$ cat src/rtl/unidade_controle_jogo_if.sv
// Control/status link between the game control unit and the game datapath.
// The master side is the control unit. The slave side is the datapath.
interface unidade_controle_jogo_if;
    logic fimE;
    logic fimRod;
    logic fimT;
    logic igual;
    logic enderecoIgualRodada;
    logic jogada_feita;
    logic zeraE;
    logic contaE;
    logic zeraRod;
    logic contaRod;
    logic zeraT;
    logic contaT;
    logic zeraR;
    logic registraR;

    modport master (
        input  fimE, fimRod, fimT, igual, enderecoIgualRodada, jogada_feita,
        output zeraE, contaE, zeraRod, contaRod, zeraT, contaT, zeraR, registraR
    );

    modport slave (
        output fimE, fimRod, fimT, igual, enderecoIgualRodada, jogada_feita,
        input  zeraE, contaE, zeraRod, contaRod, zeraT, contaT, zeraR, registraR
    );
endinterface

$ cat src/rtl/unidade_controle_jogo.sv
// Moore control unit for the memory-sequence game.
// Every output is a pure decode of the registered state.
module unidade_controle_jogo #(
    parameter bit TIMEOUT_EN = 1'b1
) (
    input  logic                           clock,
    input  logic                           reset,
    input  logic                           iniciar,
    unidade_controle_jogo_if.master        dp,
    output logic                           pronto,
    output logic                           ganhou,
    output logic                           perdeu,
    output logic                           timeout,
    output logic [3:0]                     db_estado
);

    typedef enum logic [3:0] {
        INICIAL       = 4'h0,
        PREPARA       = 4'h1,
        INICIO_RODADA = 4'h2,
        ESPERA        = 4'h3,
        REGISTRA      = 4'h4,
        COMPARA       = 4'h5,
        PROX_JOGADA   = 4'h6,
        PROX_RODADA   = 4'h7,
        ACERTOU       = 4'hA,
        TIMEOUT       = 4'hD,
        ERROU         = 4'hE
    } estado_t;

    estado_t estado;
    estado_t prox_estado;

    always_ff @(posedge clock) begin
        if (!reset) estado <= INICIAL;
        else        estado <= prox_estado;
    end

    // A play pulse takes priority over timer expiry in ESPERA.
    always_comb begin
        prox_estado = INICIAL;
        unique case (estado)
            INICIAL:       prox_estado = iniciar ? PREPARA : INICIAL;
            PREPARA:       prox_estado = INICIO_RODADA;
            INICIO_RODADA: prox_estado = ESPERA;
            ESPERA: begin
                if (dp.jogada_feita)                prox_estado = REGISTRA;
                else if (dp.fimT && TIMEOUT_EN)     prox_estado = TIMEOUT;
                else                                prox_estado = ESPERA;
            end
            REGISTRA:      prox_estado = COMPARA;
            COMPARA: begin
                if (!dp.igual)                                  prox_estado = ERROU;
                else if (dp.enderecoIgualRodada && dp.fimRod)   prox_estado = ACERTOU;
                else if (dp.enderecoIgualRodada)                prox_estado = PROX_RODADA;
                else                                            prox_estado = PROX_JOGADA;
            end
            PROX_JOGADA:   prox_estado = ESPERA;
            PROX_RODADA:   prox_estado = INICIO_RODADA;
            ACERTOU:       prox_estado = iniciar ? PREPARA : ACERTOU;
            ERROU:         prox_estado = iniciar ? PREPARA : ERROU;
            TIMEOUT:       prox_estado = iniciar ? PREPARA : TIMEOUT;
            default:       prox_estado = INICIAL;
        endcase
    end

    always_comb begin
        dp.zeraE     = 1'b0;
        dp.contaE    = 1'b0;
        dp.zeraRod   = 1'b0;
        dp.contaRod  = 1'b0;
        dp.zeraT     = 1'b0;
        dp.contaT    = 1'b0;
        dp.zeraR     = 1'b0;
        dp.registraR = 1'b0;
        pronto       = 1'b0;
        ganhou       = 1'b0;
        perdeu       = 1'b0;
        timeout      = 1'b0;
        unique case (estado)
            PREPARA: begin
                dp.zeraE   = 1'b1;
                dp.zeraRod = 1'b1;
                dp.zeraR   = 1'b1;
                dp.zeraT   = 1'b1;
            end
            INICIO_RODADA: begin
                dp.zeraE = 1'b1;
                dp.zeraT = 1'b1;
            end
            ESPERA:      dp.contaT    = 1'b1;
            REGISTRA:    dp.registraR = 1'b1;
            PROX_JOGADA: begin
                dp.contaE = 1'b1;
                dp.zeraT  = 1'b1;
            end
            PROX_RODADA: dp.contaRod = 1'b1;
            ACERTOU: begin
                pronto = 1'b1;
                ganhou = 1'b1;
            end
            ERROU: begin
                pronto = 1'b1;
                perdeu = 1'b1;
            end
            TIMEOUT: begin
                pronto  = 1'b1;
                perdeu  = 1'b1;
                timeout = 1'b1;
            end
            default: ;
        endcase
    end

    assign db_estado = estado;

endmodule

$ cat src/flat_wrapper.sv
// flat-port wrapper written by rule: the top's interface ports become plain ports
module unidade_controle_jogo_flat 
#(
    parameter bit TIMEOUT_EN = 1'b1
)
  (clock, reset, iniciar, pronto, ganhou, perdeu, timeout, db_estado, dp_fimE, dp_fimRod, dp_fimT, dp_igual, dp_enderecoIgualRodada, dp_jogada_feita, dp_zeraE, dp_contaE, dp_zeraRod, dp_contaRod, dp_zeraT, dp_contaT, dp_zeraR, dp_registraR);
  unidade_controle_jogo_if dp_i ();
  input  logic clock;
  input  logic reset;
  input  logic iniciar;
  output logic pronto;
  output logic ganhou;
  output logic perdeu;
  output logic timeout;
  output logic [3:0] db_estado;
  input wire logic [$bits(dp_i.fimE)-1:0] dp_fimE;
  input wire logic [$bits(dp_i.fimRod)-1:0] dp_fimRod;
  input wire logic [$bits(dp_i.fimT)-1:0] dp_fimT;
  input wire logic [$bits(dp_i.igual)-1:0] dp_igual;
  input wire logic [$bits(dp_i.enderecoIgualRodada)-1:0] dp_enderecoIgualRodada;
  input wire logic [$bits(dp_i.jogada_feita)-1:0] dp_jogada_feita;
  output wire logic [$bits(dp_i.zeraE)-1:0] dp_zeraE;
  output wire logic [$bits(dp_i.contaE)-1:0] dp_contaE;
  output wire logic [$bits(dp_i.zeraRod)-1:0] dp_zeraRod;
  output wire logic [$bits(dp_i.contaRod)-1:0] dp_contaRod;
  output wire logic [$bits(dp_i.zeraT)-1:0] dp_zeraT;
  output wire logic [$bits(dp_i.contaT)-1:0] dp_contaT;
  output wire logic [$bits(dp_i.zeraR)-1:0] dp_zeraR;
  output wire logic [$bits(dp_i.registraR)-1:0] dp_registraR;
  assign dp_i.fimE = dp_fimE;
  assign dp_i.fimRod = dp_fimRod;
  assign dp_i.fimT = dp_fimT;
  assign dp_i.igual = dp_igual;
  assign dp_i.enderecoIgualRodada = dp_enderecoIgualRodada;
  assign dp_i.jogada_feita = dp_jogada_feita;
  assign dp_zeraE = dp_i.zeraE;
  assign dp_contaE = dp_i.contaE;
  assign dp_zeraRod = dp_i.zeraRod;
  assign dp_contaRod = dp_i.contaRod;
  assign dp_zeraT = dp_i.zeraT;
  assign dp_contaT = dp_i.contaT;
  assign dp_zeraR = dp_i.zeraR;
  assign dp_registraR = dp_i.registraR;
  unidade_controle_jogo #(.TIMEOUT_EN(TIMEOUT_EN)) u_core (.clock(clock), .reset(reset), .iniciar(iniciar), .dp(dp_i), .pronto(pronto), .ganhou(ganhou), .perdeu(perdeu), .timeout(timeout), .db_estado(db_estado));
endmodule
$ cat config.mk
export PLATFORM = sky130hd
export DESIGN_NAME = unidade_controle_jogo_flat
export DESIGN_NICKNAME = d
export VERILOG_FILES = /design/src/rtl/unidade_controle_jogo_if.sv /design/src/rtl/unidade_controle_jogo.sv /design/src/flat_wrapper.sv
export SDC_FILE = /design/constraint.sdc
export NUM_CORES = 1
export LEC_CHECK = 0
export ABC_AREA = 1
export CAP_MARGIN = 40
export CELL_PAD_IN_SITES_DETAIL_PLACEMENT = 0
export CELL_PAD_IN_SITES_GLOBAL_PLACEMENT = 2
export CORE_MARGIN = 4
export CORE_UTILIZATION = 16
export DETAILED_ROUTE_END_ITERATION = 6
export PLACE_DENSITY = 0.8
export SLEW_MARGIN = 20
export SYNTH_ARGS = -nofsm -noshare
export SYNTH_HDL_FRONTEND = slang
export SYNTH_SLANG_ARGS = --single-unit
$ cat constraint.sdc
create_clock -name clock -period 1.6 [get_ports clock]
set_input_delay 0.16 -clock clock [delete_from_list [all_inputs] [get_ports clock]]
set_output_delay 0.16 -clock clock [all_outputs]
set_load 0.02 [all_outputs]
== Word-level counts from Yosys, hierarchy flattened ==
Index checks and enable logic that the tools add are counted.

* Bits in registers: 4
* Input bits: 9
* Output and inout bits: 16
* Word-level logic and storage cells: 40

* Eq/ne operators: 10
* Muxes and demuxes: 21
* Reduce and logical (&&, ||, !) cells: 8

{| class="wikitable"
|+ Operators with widths
! operator !! number
|-
| $pmux W4 S9 || 1
|-
| $mux W4 || 7
|-
| $eq A4 B3 Y1 const B || 4
|-
| $mux W1 || 13
|-
| $eq A4 B4 Y1 const B || 3
|-
| $eq A4 B2 Y1 const B || 2
|-
| $reduce_or A2 Y1 || 4
|-
| $reduce_or A3 Y1 || 2
|-
| $eq A4 B1 Y1 const B || 1
|-
| $logic_not A4 Y1 || 1
|-
| $logic_and A1 B1 Y1 || 1
|}

== Longest topological paths before layout ==
* Word-level depth: 4
* Mapped depth: 7
* Depth with buffers taken out: 7

== Worst setup path after synthesis ==
OpenSTA, ideal clock, no wires.

* Kind: reg-to-output
* From: reg u_core.estado[0] (netlist: u_core.db_estado[0])
* To: out dp_zeraRod
* Arrival time: 1.112 ns
* Required time: 1.440 ns
* Path slack: 0.328 ns
* Cell stages (with the launch flop): 6
* Buffers on the path: 1
* Cell sequence: dfxtp_1 -> nand2_2 -> inv_2 -> nand2_2 -> inv_1 -> buf_4

* Longest elaborated chain between the ends: 2

{| class="wikitable"
|+ Ends and longest elaborated chain
! item !! line !! text
|-
| start, declared || unidade_controle_jogo.sv:31 || <nowiki>estado_t estado;</nowiki>
|-
| start signal, assigned || unidade_controle_jogo.sv:36 || <nowiki>else estado <= prox_estado;</nowiki>
|-
| $eq A4 B1 Y1 || - ||
|-
| $mux W1 || - ||
|-
| end, declared || flat_wrapper.sv:24 || <nowiki>output wire logic [$bits(dp_i.zeraRod)-1:0] dp_zeraRod;</nowiki>
|}

Every way passes these cells.

== Final worst setup path ==
* From: reg u_core.estado[1] (netlist: u_core.db_estado[1])
* To: out db_estado[1]

{| class="wikitable"
|+ RTL lines
! item !! line !! text
|-
| end, declared || flat_wrapper.sv:15 || <nowiki>output logic [3:0] db_estado;</nowiki>
|}

No word-level cell between the ends.

==> results.json <==
{
  "cts-buffers-inserted": 3,
  "required_ns": 1.44,
  "utilization": 0.302,
  "synth_top_area_frac": 0.200,
  "ctsLongestPathBuffers": 2,
  "crit_type": "flop to output pin",
  "drt_first_pass_iters": 4,
  "min_path_cells": 3,
  "die_x_um": 58.8,
  "drt-met1-wl_um": 574,
  "seq_area_frac_synth": 0.194,
  "grt_usage": 0.0887,
  "cp.arrival_ns": 1.34,
  "wl_per_cell_um": 9.11,
  "routed-wl-met2_um": 668,
  "initial_core_util": 0.167,
  "clock_sinks": 4,
  "io_buffers": 23,
  "whs_endpoint": "u_core.db_estado[0]",
  "yosys.cell_types.count": 16,
  "grt_overflow": 0,
  "syn2layout_area_growth_pct": 80.9,
  "finalSetupViolations": 0,
  "netlist_area_um2": 413,
  "min_period_ns": 1.50,
  "skew_ns": 0.00294,
  "wl_met3_um": 77,
  "gp_congestion": 0.850,
  "tightest_slew_ns": 0.223,
  "die_y_um": 58.8,
  "totalWireLength_um": 1320,
  "reg2regPathDepth": 7,
  "antenna_cells": 0,
  "max_freq_mhz": 665,
  "num-nets-final": 126,
  "yosysTopAreaCell": "nand2_1",
  "clock_latency_ns": 0.23,
  "post_cts_buffers": 0,
  "yosys_warnings": 0,
  "maxSlewHeadroom": 0.850,
  "r2r_setup_slack_ns": 0.41,
  "grt_pass1_wl_um": 2330,
  "die_area_um2": 3460,
  "rsz0062_at_grt": "false",
  "vias_per_cell": 3.81,
  "power_density_nw_per_um2": 1160,
  "layout_commonest_cell": "nand2_1",
  "ctsHoldBuffers": 0,
  "end_kind": "output pin",
  "num_io_pins": 25,
  "cp_max_fo": 4,
  "post-route-period-util": 0.940,
  "rows": 18,
  "max-cap-violations": 0,
  "r2r_start": "u_core.db_estado[1]",
  "ys_ff_latch": 4,
  "p_leak_nw": 0.445,
  "drc": 0,
  "rr_endpoint": "u_core.db_estado[0]",
  "layout_common_cells": "nand2_1, inv_1, nor2_1",
  "cts_max_level": 1,
  "largest_reg_flops": 4,
  "critical_path.startpoint_type": "flop",
  "via_count": 553,
  "vdd_drop_max_v": 0.000504,
  "holdWs_ns": 0.522,
  "coreArea_um2": 2480,
  "dp.cells": 142,
  "hold_viol": 0,
  "worstHoldPathType": "primary input to flop",
  "synth.area.top_cells": "nand2_1, dfxtp_1, inv_1, nor2_1, nand3_1",
  "worstHoldStart": "reset",
  "maxUsedRoutingLayer": "met3",
  "postSynthAreaPerCell_um2": 5.10,
  "antenna_found_initial": 0,
  "cts_tree": "built",
  "cts_root_buf": "clkbuf_4",
  "maxSlewViolCount": 0,
  "grt_pass1_vias": 559,
  "fill_cells": 291,
  "drtAntennaViolNets": 0,
  "drive_gt1_frac": 0.252,
  "dp_hpwl_um": 1170,
  "netlist_instances": 81,
  "fin_cells": 145,
  "syn_nets": 90,
  "drt_iter0_markers": 3,
  "status": "finished, final reports clean",
  "grt_max_degree": 7,
  "path_clk_slew_ns": 0.04
}
worst max path at each step:
stage / from / to / slack [ns] / depth (start not counted)
6_report: u_core.db_estado[1] / db_estado[1] / 0.1 / 2
5_1_grt: u_core.db_estado[1] / pronto / 0.004 / 5
4_1_cts: u_core.db_estado[1] / dp_zeraT / 0.0003 / 5
3_5_place_dp: u_core.db_estado[1] / dp_zeraT / -0.001 / 5
3_3_place_gp: u_core.db_estado[1] / dp_zeraT / -0.01 / 5
2_1_floorplan: u_core.db_estado[0] / dp_zeraRod / 0.33 / 5
where the power goes:
part	total [W]	internal [W]	switching, W	leakage, nW
clock	0.000124	0.0000839	0.0000405	0.0138
sequential	0.000164	0.000128	0.0000366	0.0340
combinational	0.000576	0.000252	0.000324	0.397
synthesized netlist by cell type, drive strengths merged:
library cell	count
a21oi	3
buf	1
clkinv	1
dfxtp	4
inv	17
nand2	26
nand3	7
nand4	1
nor2	17
nor3	1
o21ai	2
or2	1
cell type report:
| class | instances | area [µm²] | area share |
|---|---|---|---|
| Clock buffer | 3 | 22.5 | 0.0302 |
| Inverter | 18 | 68.8 | 0.0921 |
| Multi-Input combinational cell | 58 | 262 | 0.350 |
| Sequential cell | 4 | 83.8 | 0.112 |
| Tap cell | 30 | 37.5 | 0.0503 |
| Timing Repair Buffer | 32 | 273 | 0.365 |
kinds of logic (layout without fill, tap and decap cells):
| kind of cell | after synthesis | count (layout) | synth area share |
|---|---|---|---|
| and+or+nand+nor | 53 | 53 | 0.561 |
| buffers and inverters | 19 | 53 | 0.185 |
| AOI/OAI and AO/OA | 5 | 5 | 0.0606 |
| DFF | 4 | 4 | 0.194 |
timing repair:
| action | 4_1_cts | 5_1_grt |
|---|---|---|
| hold endpoints to repair | 0 | 0 |
| resized for setup | 14 | 9 |
| gates cloned | 0 | 0 |
| setup endpoints to repair | 12 | 7 |
critical path: stages (launching register included):
cell,delay (ns)
dfxtp_1,0.39
buf_4,0.13
clkdlybuf4s50_1,0.59
per-stage QoR:
step | setup TNS (ns) | worst slack, ns | total power [W] | area, µm²
final | 0 | 0.0960 | 0.000865 | 747
after global routing | 0 | 0.00422 | 0.000946 | 747
after CTS | 0 | 0.000272 | 0.000890 | 754
after detailed placement | -0.00148 | -0.00148 | 0.000799 | 741
after global placement | -0.0100 | -0.0100 | 0.000802 | 741
after floorplan | 0 | 0.328 | 0.000479 | 413
routing by layer:
layer | global-route usage | vias up
met1 | 0.104 | 235
met3 | 0.0175 | 0
li1 | - | 310
met4 | 0.0485 | 0
met5 | 0 | -
met2 | 0.150 | 8
Power figures use the tool's default switching activity.
